## src/rtl/multi_edge_pkg.sv

```systemverilog
// Shared types for the multi-channel edge detector: detect-mode encoding and
// the helper that decides whether a level transition is an event.
package multi_edge_pkg;

    localparam int MODE_W = 2;

    typedef enum logic [MODE_W-1:0] {
        EDGE_OFF  = 2'b00,
        EDGE_RISE = 2'b01,
        EDGE_FALL = 2'b10,
        EDGE_BOTH = 2'b11
    } edge_mode_e;

    function automatic logic mode_hit(edge_mode_e m, logic rise, logic fall);
        return (((m == EDGE_RISE) || (m == EDGE_BOTH)) && rise) ||
               (((m == EDGE_FALL) || (m == EDGE_BOTH)) && fall);
    endfunction

endpackage

```

## src/rtl/edge_channel.sv

```systemverilog
// One detector channel: 2-flop synchroniser, optional debounce filter
// (MULTI_EDGE_DEBOUNCE_EN), edge detect, sticky pend and saturating counter.
module edge_channel
    import multi_edge_pkg::*;
#(
    parameter int CNT_W = 8
`ifdef MULTI_EDGE_DEBOUNCE_EN
    , parameter int DB_CYCLES = 4
`endif
) (
    input  logic              clk,
    input  logic              rst_n,
    input  logic              d,
    input  logic [MODE_W-1:0] mode,
    input  logic              clr,
    output logic              level,
    output logic              pulse,
    output logic              pend,
    output logic [CNT_W-1:0]  count
);

    logic s1;
    logic s2;
    logic level_q;
    logic prev_q;
    logic pulse_q;
    logic pend_q;
    logic [CNT_W-1:0] count_q;
    logic hit;

`ifdef MULTI_EDGE_DEBOUNCE_EN
    localparam int DB_W = $clog2(DB_CYCLES + 1);

    logic            filt;
    logic [DB_W-1:0] db_cnt;

    // filt follows s2 only after DB_CYCLES consecutive differing samples;
    // level then registers filt, so latency grows by exactly DB_CYCLES.
    always_ff @(posedge clk or negedge rst_n) begin
        if (!rst_n) begin
            filt   <= 1'b0;
            db_cnt <= '0;
        end else if (s2 != filt) begin
            if (db_cnt == DB_W'(DB_CYCLES - 1)) begin
                filt   <= s2;
                db_cnt <= '0;
            end else begin
                db_cnt <= db_cnt + 1'b1;
            end
        end else begin
            db_cnt <= '0;
        end
    end
`endif

    always_ff @(posedge clk or negedge rst_n) begin
        if (!rst_n) begin
            s1      <= 1'b0;
            s2      <= 1'b0;
            level_q <= 1'b0;
            prev_q  <= 1'b0;
        end else begin
            s1      <= d;
            s2      <= s1;
`ifdef MULTI_EDGE_DEBOUNCE_EN
            level_q <= filt;
`else
            level_q <= s2;
`endif
            prev_q  <= level_q;
        end
    end

    always_comb begin
        hit = mode_hit(edge_mode_e'(mode), level_q & ~prev_q, ~level_q & prev_q);
    end

    // An event in the same cycle as clr wins: pend stays set, count restarts at 1.
    always_ff @(posedge clk or negedge rst_n) begin
        if (!rst_n) begin
            pulse_q <= 1'b0;
            pend_q  <= 1'b0;
            count_q <= '0;
        end else begin
            pulse_q <= hit;
            if (hit) begin
                pend_q <= 1'b1;
                if (clr) begin
                    count_q <= CNT_W'(1);
                end else if (count_q != '1) begin
                    count_q <= count_q + 1'b1;
                end
            end else if (clr) begin
                pend_q  <= 1'b0;
                count_q <= '0;
            end
        end
    end

    assign level = level_q;
    assign pulse = pulse_q;
    assign pend  = pend_q;
    assign count = count_q;

endmodule

```

## src/rtl/multi_edge_detector.sv

```systemverilog
// NCH independent edge-detect channels with sticky pend flags, event counters
// and an OR-reduced irq; debounce is compiled in by MULTI_EDGE_DEBOUNCE_EN.
module multi_edge_detector
    import multi_edge_pkg::*;
#(
    parameter int NCH       = 4,
    parameter int DB_CYCLES = 4,
    parameter int CNT_W     = 8
) (
    input  logic                   clk,
    input  logic                   rst_n,
    input  logic [NCH-1:0]         d,
    input  logic [MODE_W*NCH-1:0]  mode,
    input  logic [NCH-1:0]         clr,
    output logic [NCH-1:0]         level,
    output logic [NCH-1:0]         pulse,
    output logic [NCH-1:0]         pend,
    output logic [NCH*CNT_W-1:0]   count,
    output logic                   irq
);

    if ((NCH < 1) || (NCH > 32) || (CNT_W < 1) || (DB_CYCLES < 1)) begin : g_param_check
        $error("multi_edge_detector: parameter out of range");
    end

    for (genvar i = 0; i < NCH; i++) begin : g_ch
        edge_channel #(
            .CNT_W(CNT_W)
`ifdef MULTI_EDGE_DEBOUNCE_EN
            , .DB_CYCLES(DB_CYCLES)
`endif
        ) u_ch (
            .clk   (clk),
            .rst_n (rst_n),
            .d     (d[i]),
            .mode  (mode[MODE_W*i +: MODE_W]),
            .clr   (clr[i]),
            .level (level[i]),
            .pulse (pulse[i]),
            .pend  (pend[i]),
            .count (count[CNT_W*i +: CNT_W])
        );
    end

    assign irq = |pend;

endmodule

```

## config.mk

```make
export PLATFORM = sky130hd
export DESIGN_NAME = multi_edge_detector
export DESIGN_NICKNAME = d
export VERILOG_FILES = /design/src/rtl/multi_edge_pkg.sv /design/src/rtl/edge_channel.sv /design/src/rtl/multi_edge_detector.sv
export SDC_FILE = /design/constraint.sdc
export NUM_CORES = 1
export LEC_CHECK = 0
export BUFFER_PORTS_ARGS = -buffer_cell sky130_fd_sc_hd__clkbuf_2
export CORE_UTILIZATION = 57
export DETAILED_ROUTE_END_ITERATION = 10
export PLACE_DENSITY_LB_ADDON = 0.08
export SLEW_MARGIN = 20
export SYNTH_ARGS = -nofsm -noshare
export SYNTH_HDL_FRONTEND = slang
export SYNTH_HIERARCHICAL = 1
export SYNTH_SLANG_ARGS = --single-unit
```

## constraint.sdc

```tcl
create_clock -name clk -period 3.1 [get_ports clk]
set_input_delay 0.93 -clock clk [delete_from_list [all_inputs] [get_ports clk]]
set_output_delay 0.93 -clock clk [all_outputs]
set_load 0.02 [all_outputs]
```

==> results of run 1 <==
[sequential cells by signal, indices dropped and copies added, names as in the netlist]
name,count
g_ch.u_ch/count,32
g_ch.u_ch/level,4
g_ch.u_ch/pend,4
g_ch.u_ch/prev_q,4
g_ch.u_ch/pulse,4
g_ch.u_ch/s1,4
g_ch.u_ch/s2,4
[power groups by stage]
| stage | registers (mW) | clock network [mW] | logic [mW] |
|---|---|---|---|
| floorplan | 0.825 | 0 | 0.0631 |
| global placement | 0.802 | 0 | 0.155 |
| detailed placement | 0.803 | 0 | 0.158 |
| CTS | 0.789 | 0.419 | 0.159 |
| global route | 0.794 | 0.446 | 0.173 |
| finish | 0.789 | 0.409 | 0.157 |
[metrics by stage]
step                      cell area [um2]  util (%)
final                                3150      71.0
after global routing                 3150      71.0
after CTS                            3150      71.0
after detailed placement             3060      68.9
after global placement               3060      68.9
after floorplan                      2690         -
[Yosys cell counts]
master | n | area share (%)
dfrtp_1 | 56 | 52
nor2_1 | 20 | 2.8
nand3_1 | 16 | 3.0
a211oi_1 | 12 | 3.4
a21oi_1 | 12 | 2.2
a31oi_1 | 12 | 2.8
nand2_1 | 12 | 1.7
nand2b_1 | 12 | 2.8
a311oi_1 | 8 | 2.6
nand3b_4 | 8 | 6.0
nand4_1 | 8 | 1.9
nor2b_1 | 8 | 1.9
a221oi_2 | 4 | 2.2
a31o_2 | 4 | 1.3
and2_1 | 4 | 0.93
and4_4 | 4 | 1.7
clkbuf_1 | 4 | 0.56
ha_1 | 4 | 1.9
inv_1 | 4 | 0.56
mux2_4 | 4 | 2.2
nand4b_1 | 4 | 1.3
nor3_1 | 4 | 0.75
nor4b_1 | 4 | 1.3
o21ai_0 | 4 | 0.75
o21bai_1 | 4 | 1.1
or4_1 | 1 | 0.28
[final cells by class]
class                   instances  area [um2]  area share (%)
clock inverters                 1        7.51           0.238
multi-input cells             173        1250            39.7
inverters                       4        15.0           0.476
well taps                      52        65.1            2.06
clock buffers                   7        86.3            2.74
repair buffers                 64         325            10.3
flip-flops and latches         56        1400            44.4
[routing by layer]
metal | GRT usage [%] | vias to the layer above | share of wire (%)
li1 | - | 1043 | -
met1 | 33.5 | 1057 | 47
met2 | 38.0 | 74 | 48
met3 | 3.85 | 7 | 4.8
met4 | 6.44 | 0 | 0.94
met5 | 0 | - | 0
[logic make-up after synthesis]
family,after synthesis,share of synthesized area [%]
AND/OR/NAND/NOR,105,26.2
AO/OA/AOI/OAI,60,16.4
flip-flops,56,52.2
buffers and inverters,8,1.12
multiplexers,4,2.24
adder cells (fa/ha/maj),4,1.86
[worst reg2reg max path: cells and delay by family (launching register included)]
kind / cells / cell delay (ns)
flops: 1 / 0.42
buf+inv: 1 / 0.10
compound gates: 1 / 0.24
fa+ha+maj: 1 / 0.30
mux: 1 / 0.31
simple gates: 1 / 0.14
[worst min-delay path by stage]
stage / from / endpoint / slack, ns / depth (start not counted)
2_1_floorplan: g_ch[0].u_ch/s2$_DFF_PN0_ / g_ch[0].u_ch/level$_DFF_PN0_ / 0.33 / 0
3_3_place_gp: g_ch[2].u_ch/s2$_DFF_PN0_ / g_ch[2].u_ch/level$_DFF_PN0_ / 0.33 / 0
3_5_place_dp: g_ch[0].u_ch/s1$_DFF_PN0_ / g_ch[0].u_ch/s2$_DFF_PN0_ / 0.34 / 0
4_1_cts: g_ch[0].u_ch/s1$_DFF_PN0_ / g_ch[0].u_ch/s2$_DFF_PN0_ / 0.36 / 0
5_1_grt: g_ch[0].u_ch/s1$_DFF_PN0_ / g_ch[0].u_ch/s2$_DFF_PN0_ / 0.37 / 0
6_report: g_ch[3].u_ch/s2$_DFF_PN0_ / g_ch[3].u_ch/level$_DFF_PN0_ / 0.35 / 0
==> impl_results.md, run 1 <==
- Clock Pin Slew Worst Setup and Hold Paths: 0.10 ns
- Largest net degree at the start of global routing: 25
- # IOs: 63
- CTS max path bufs: 2
- Most frequent cells in the layout: 62 x clkbuf_2, 56 x dfrtp_1, 20 x nor2_1
- Slew Limit Fails: 0
- Core area: 4440 um2
- Die width: 70.6 um
- Slew Limit Headroom: 58.9%
- NetSw: 0.356 mW
- HP Class: reg2reg
- Place WS: 1.07 ns
- Clock group share of total power: 30.2%
- Combinational share of power: 11.6%
- WP buf/inv: 1
- Syn avg cell area: 11.3 um2
- Overall Global Routing Usage: 23.5%
- Cells after Synth: 237
- Setup crit end kind: output pin
- Port Buf Inserts: 62
- Minimum clock period: 2.32 ns
- Synthesized flop and latch total: 56
- Reg2Reg Depth: 5
- Nets: 326
- Fmax: 431 MHz
- WS Path Type: reg2out
- Worst EP arrival: 1.39 ns
- R2r endpoint: g_ch[3].u_ch/count[4]$_DFFE_PN0P_
- WP data required: 2.17 ns
- Clock Latency Late Sink: 0.30 ns
- Routed vias: 2181
- Critical path destination: irq
- GP Congestion: 0.816
- Crit path from: g_ch[1].u_ch/pend$_DFFE_PN0P_
- Die height: 70.6 um
- Worst reg2reg path startpoint: g_ch[3].u_ch/count[0]$_DFFE_PN0P_
- Vias per cell: 6.11
- Sequential area share after synthesis: 52.2%
- Failing checks: design-rule violations
- Ys Warns: 6
- Post-Syn Nets: 259
- Commonest non-fill, non-tap cell in the layout: clkbuf_2
- TNS Setup: 0 ns
- Slowest CP cell: or4_1
- Fin crit share: 74.9%
- PostCTS Resize Cnt: 0
- Internal power: 0.999 mW
- Tot Pwr: 1.35 mW
- CTS tree: yes
- Outcome: finished, violations left
- P_leak: 1.50 nW
- Vias in the first global route: 2016
- Peak supply drop: 0.000385 V
- CP startpoint kind: register
- Post-synth cell types: 26
- Flop pwr share: 58.3%
- Hold_ws: 0.353 ns
- Num CTS Buffers: 5
- Mapped Area: 2690 um2
- First-pass GRT wire length: 9.26 mm
- FILL cells: 336
- DRC viols: 10
- Drt pass-1 iters: 7
- Post-CTS Setup Bufs: 0
- Non-filler instance count after layout: 357
- HPWL after DPL: 3.88 mm
- FF-to-FF setup slack: 1.49 ns
- Power Dens Cells: 429 nW/um2
- Iter 0 DRT Violations: 148
- CP max stage delay: 0.52 ns
- ANT cells: 0
- Switching share of power: 26.2%
- H-tree depth: 2
- Final setup margin: 0.778 ns
- Area grow syn2layout: 17.5%
- ANT nets after route: 0
- Worst Tran Pin Value: 0.617 ns
- Post-Place Cells: 349
- CTS Sinks: 56
- Crit-path max FO: 3
- Fraction of layout cells with a size suffix above 1: 31.1%
- Crit. path cell count: 2
- FP Rows: 24
- Crit-path leading delay family: simple AND/OR/NAND/NOR gates
- Hold_buf cts: 0
- Initial Util: 60.4%
- Final hold violation count: 0
- GRT overflow: 0
- RSZ-0062 raised after global routing: no
- Max Cap Viol: 0
- Wire per inst: 15.2 um
- Root Driver: clkbuf_8
- Die area: 4990 um2
- Initial antenna violation count: 0
- Final setup viols: 0
- WL final: 5.44 mm
- Clock skew: 0.00441 ns
- Cells along the critical path: or4_1, clkbuf_2
(Power assumes the default switching activity.)
==> run 2, diff against run 1 <==
--- a/config.mk
+++ b/config.mk
@@ -6,7 +6,7 @@
 export NUM_CORES = 1
 export LEC_CHECK = 0
 export BUFFER_PORTS_ARGS = -buffer_cell sky130_fd_sc_hd__clkbuf_2
-export CORE_UTILIZATION = 57
+export CORE_UTILIZATION = 53
 export DETAILED_ROUTE_END_ITERATION = 10
 export PLACE_DENSITY_LB_ADDON = 0.08
 export SLEW_MARGIN = 20
==> constraint.sdc (replaced) <==
create_clock -name clk -period 2.45 [get_ports clk]
set_input_delay 0.735 -clock clk [delete_from_list [all_inputs] [get_ports clk]]
set_output_delay 0.735 -clock clk [all_outputs]
set_load 0.02 [all_outputs]
==> impl_results.md, run 2 (synthesis results as in run 1) <==
- Fmax: 464 MHz
- Setup crit end kind: output pin
- HP Class: in2async
- WL final: 5.56 mm (+2.3%)
- Largest net degree at the start of global routing: 29 (+16%)
- Core area: 4790 um2 (+7.7%)
- Combinational share of power: 10.9% (-0.7 points)
- GP Congestion: 0.818 (+0.20%)
- Internal power: 1.40 mW (+40%)
- FILL cells: 410 (+22%)
- Wire per inst: 14.9 um (-1.8%)
- RSZ-0062 raised after global routing: no
- TNS Setup: 0 ns (unchanged)
- DRC viols: 0 (-10)
- Final design utilization: 67.0% (-4.0 points)
- Clock skew: 0.00914 ns (+0.00473 ns)
- First-pass GRT wire length: 9.43 mm (+1.9%)
- HPWL after DPL: 4.02 mm (+3.6%)
- Minimum clock period: 2.15 ns
- GRT overflow: 0 (unchanged)
- Worst Tran Pin Value: 0.342 ns (-0.274 ns)
- Clock Latency Late Sink: 0.31 ns (about the same)
- P_leak: 1.52 nW (+1.3%)
- Post-CTS Setup Bufs: 0 (unchanged)
- Power Dens Cells: 576 nW/um2 (+34%)
- Final setup margin: 0.297 ns (-0.481 ns)
- # IOs: 63 (unchanged)
- Root Driver: clkbuf_8
- Flop pwr share: 53.9% (-4.4 points)
- Max Cap Viol: 0 (unchanged)
- CP startpoint kind: register
- Die width: 73.2 um (+3.6%)
- Drt pass-1 iters: 4 (-3)
- Slew Limit Headroom: 77.2% (+18 points)
- WS Path Type: reg2out
- Final hold violation count: 0 (unchanged)
- CTS Sinks: 56 (unchanged)
- Vias per cell: 5.84 (-4.4%)
- WP data required: 1.71 ns (-0.46 ns)
- FF-to-FF setup slack: 0.78 ns (-0.71 ns)
- Commonest non-fill, non-tap cell in the layout: clkbuf_2
- Switching share of power: 24.4% (-1.8 points)
- Clock group share of total power: 35.2% (+5.0 points)
- Num CTS Buffers: 5 (unchanged)
- Overall Global Routing Usage: 23.2% (-0.30 points)
- Port Buf Inserts: 62 (unchanged)
- Clock Pin Slew Worst Setup and Hold Paths: 0.10 ns (about the same)
- Area grow syn2layout: 19.4%
- Iter 0 DRT Violations: 99 (-33%)
- Die area: 5350 um2 (+7.3%)
- Max reg flops: 32 (unchanged)
- Fin crit share: 87.9%
- Initial Util: 56.1% (-4.3 points)
- Non-filler instance count after layout: 372 (+4.2%)
- Outcome: finished, final reports clean
- ANT nets after route: 0 (unchanged)
- Fraction of layout cells with a size suffix above 1: 31.5% (+0.33 points)
- CTS max path bufs: 2 (unchanged)
- NetSw: 0.451 mW (+27%)
- Crit-path max FO: 3 (unchanged)
- CTS tree: yes
- Nets: 326 (unchanged)
- H-tree depth: 2 (unchanged)
- Vias in the first global route: 1994 (-1.1%)
- Hold_buf cts: 0 (unchanged)
- Most frequent cells in the layout: 62 x clkbuf_2, 56 x dfrtp_1, 20 x nor2_1
- Peak supply drop: 0.000417 V (+8.3%)
- Place WS: 0.588 ns (-0.478 ns)
- FP Rows: 25 (+4.2%)
- Routed vias: 2173 (-0.37%)
- PostCTS Resize Cnt: 0 (unchanged)
- ANT cells: 0 (unchanged)
- Slew Limit Fails: 0 (unchanged)
- Worst EP arrival: 1.42 ns (+0.03 ns)
- Post-Place Cells: 364 (+4.3%)
- Initial antenna violation count: 0 (unchanged)
- Final setup viols: 0 (unchanged)
- Die height: 73.2 um (+3.6%)
-- run 2: cell types whose count changed in the layout (fill, tap and decap cells not counted), sizes merged --
cell | previous run | this run
bufinv | 0 | 1
clkinvlp | 1 | 0
-- run 2: layout make-up --
cell class / instances / area [um2] / area share, %
sequential: 56 / 1400 / 43.7
inverter: 4 / 15.0 / 0.468
tap: 67 / 83.8 / 2.62
multi-input combinational: 173 / 1250 / 39.1
clock inverter: 1 / 30.0 / 0.937
clock buffer: 7 / 96.3 / 3.01
timing repair buffer: 64 / 325 / 10.1
-- run 2: power by group through the flow --
stage	Combinational [mW]	Clock, mW	Sequential, mW
6_report	0.201	0.651	0.994
5_1_grt	0.222	0.705	1.00
4_1_cts	0.204	0.671	0.995
3_5_place_dp	0.204	0	1.01
3_3_place_gp	0.201	0	1.01
2_1_floorplan	0.0798	0	1.04
-- run 2: final timing paths --
check	start	to	depth (start not counted)
worst min-delay path	rst_n	g_ch[1].u_ch/count[3]$_DFFE_PN0P_	1
worst max-delay path	g_ch[1].u_ch/pend$_DFFE_PN0P_	irq	2
worst max register to register	g_ch[3].u_ch/count[0]$_DFFE_PN0P_	g_ch[3].u_ch/count[4]$_DFFE_PN0P_	5
max in group asynchronous	rst_n	g_ch[3].u_ch/level$_DFF_PN0_	2
worst min register to register	g_ch[2].u_ch/s1$_DFF_PN0_	g_ch[2].u_ch/s2$_DFF_PN0_	0
min in group clk	g_ch[2].u_ch/s1$_DFF_PN0_	g_ch[2].u_ch/s2$_DFF_PN0_	0
-- run 2: metal layers --
| layer | global-route usage, % | vias up | share of wire, % |
|---|---|---|---|
| met5 | 0 | - | 0 |
| met4 | 6.54 | 0 | 0.83 |
| met3 | 5.39 | 5 | 3.6 |
| met2 | 35.7 | 48 | 49 |
| met1 | 32.9 | 1078 | 47 |
| li1 | - | 1042 | - |
-- run 2: critical path: stages (launching register included) --
cell      delay (ns)
dfrtp_1         0.40
or4_1           0.55
clkbuf_2        0.18
-- run 2: metrics by stage --
stage | hold slack [ns] | power, mW | area, um2
2_1_floorplan | 0.331 | 1.12 | 2690
3_3_place_gp | 0.331 | 1.21 | 3080
3_5_place_dp | 0.335 | 1.22 | 3080
4_1_cts | 0.206 | 1.87 | 3210
5_1_grt | 0.204 | 1.93 | 3210
6_report | 0.218 | 1.85 | 3210
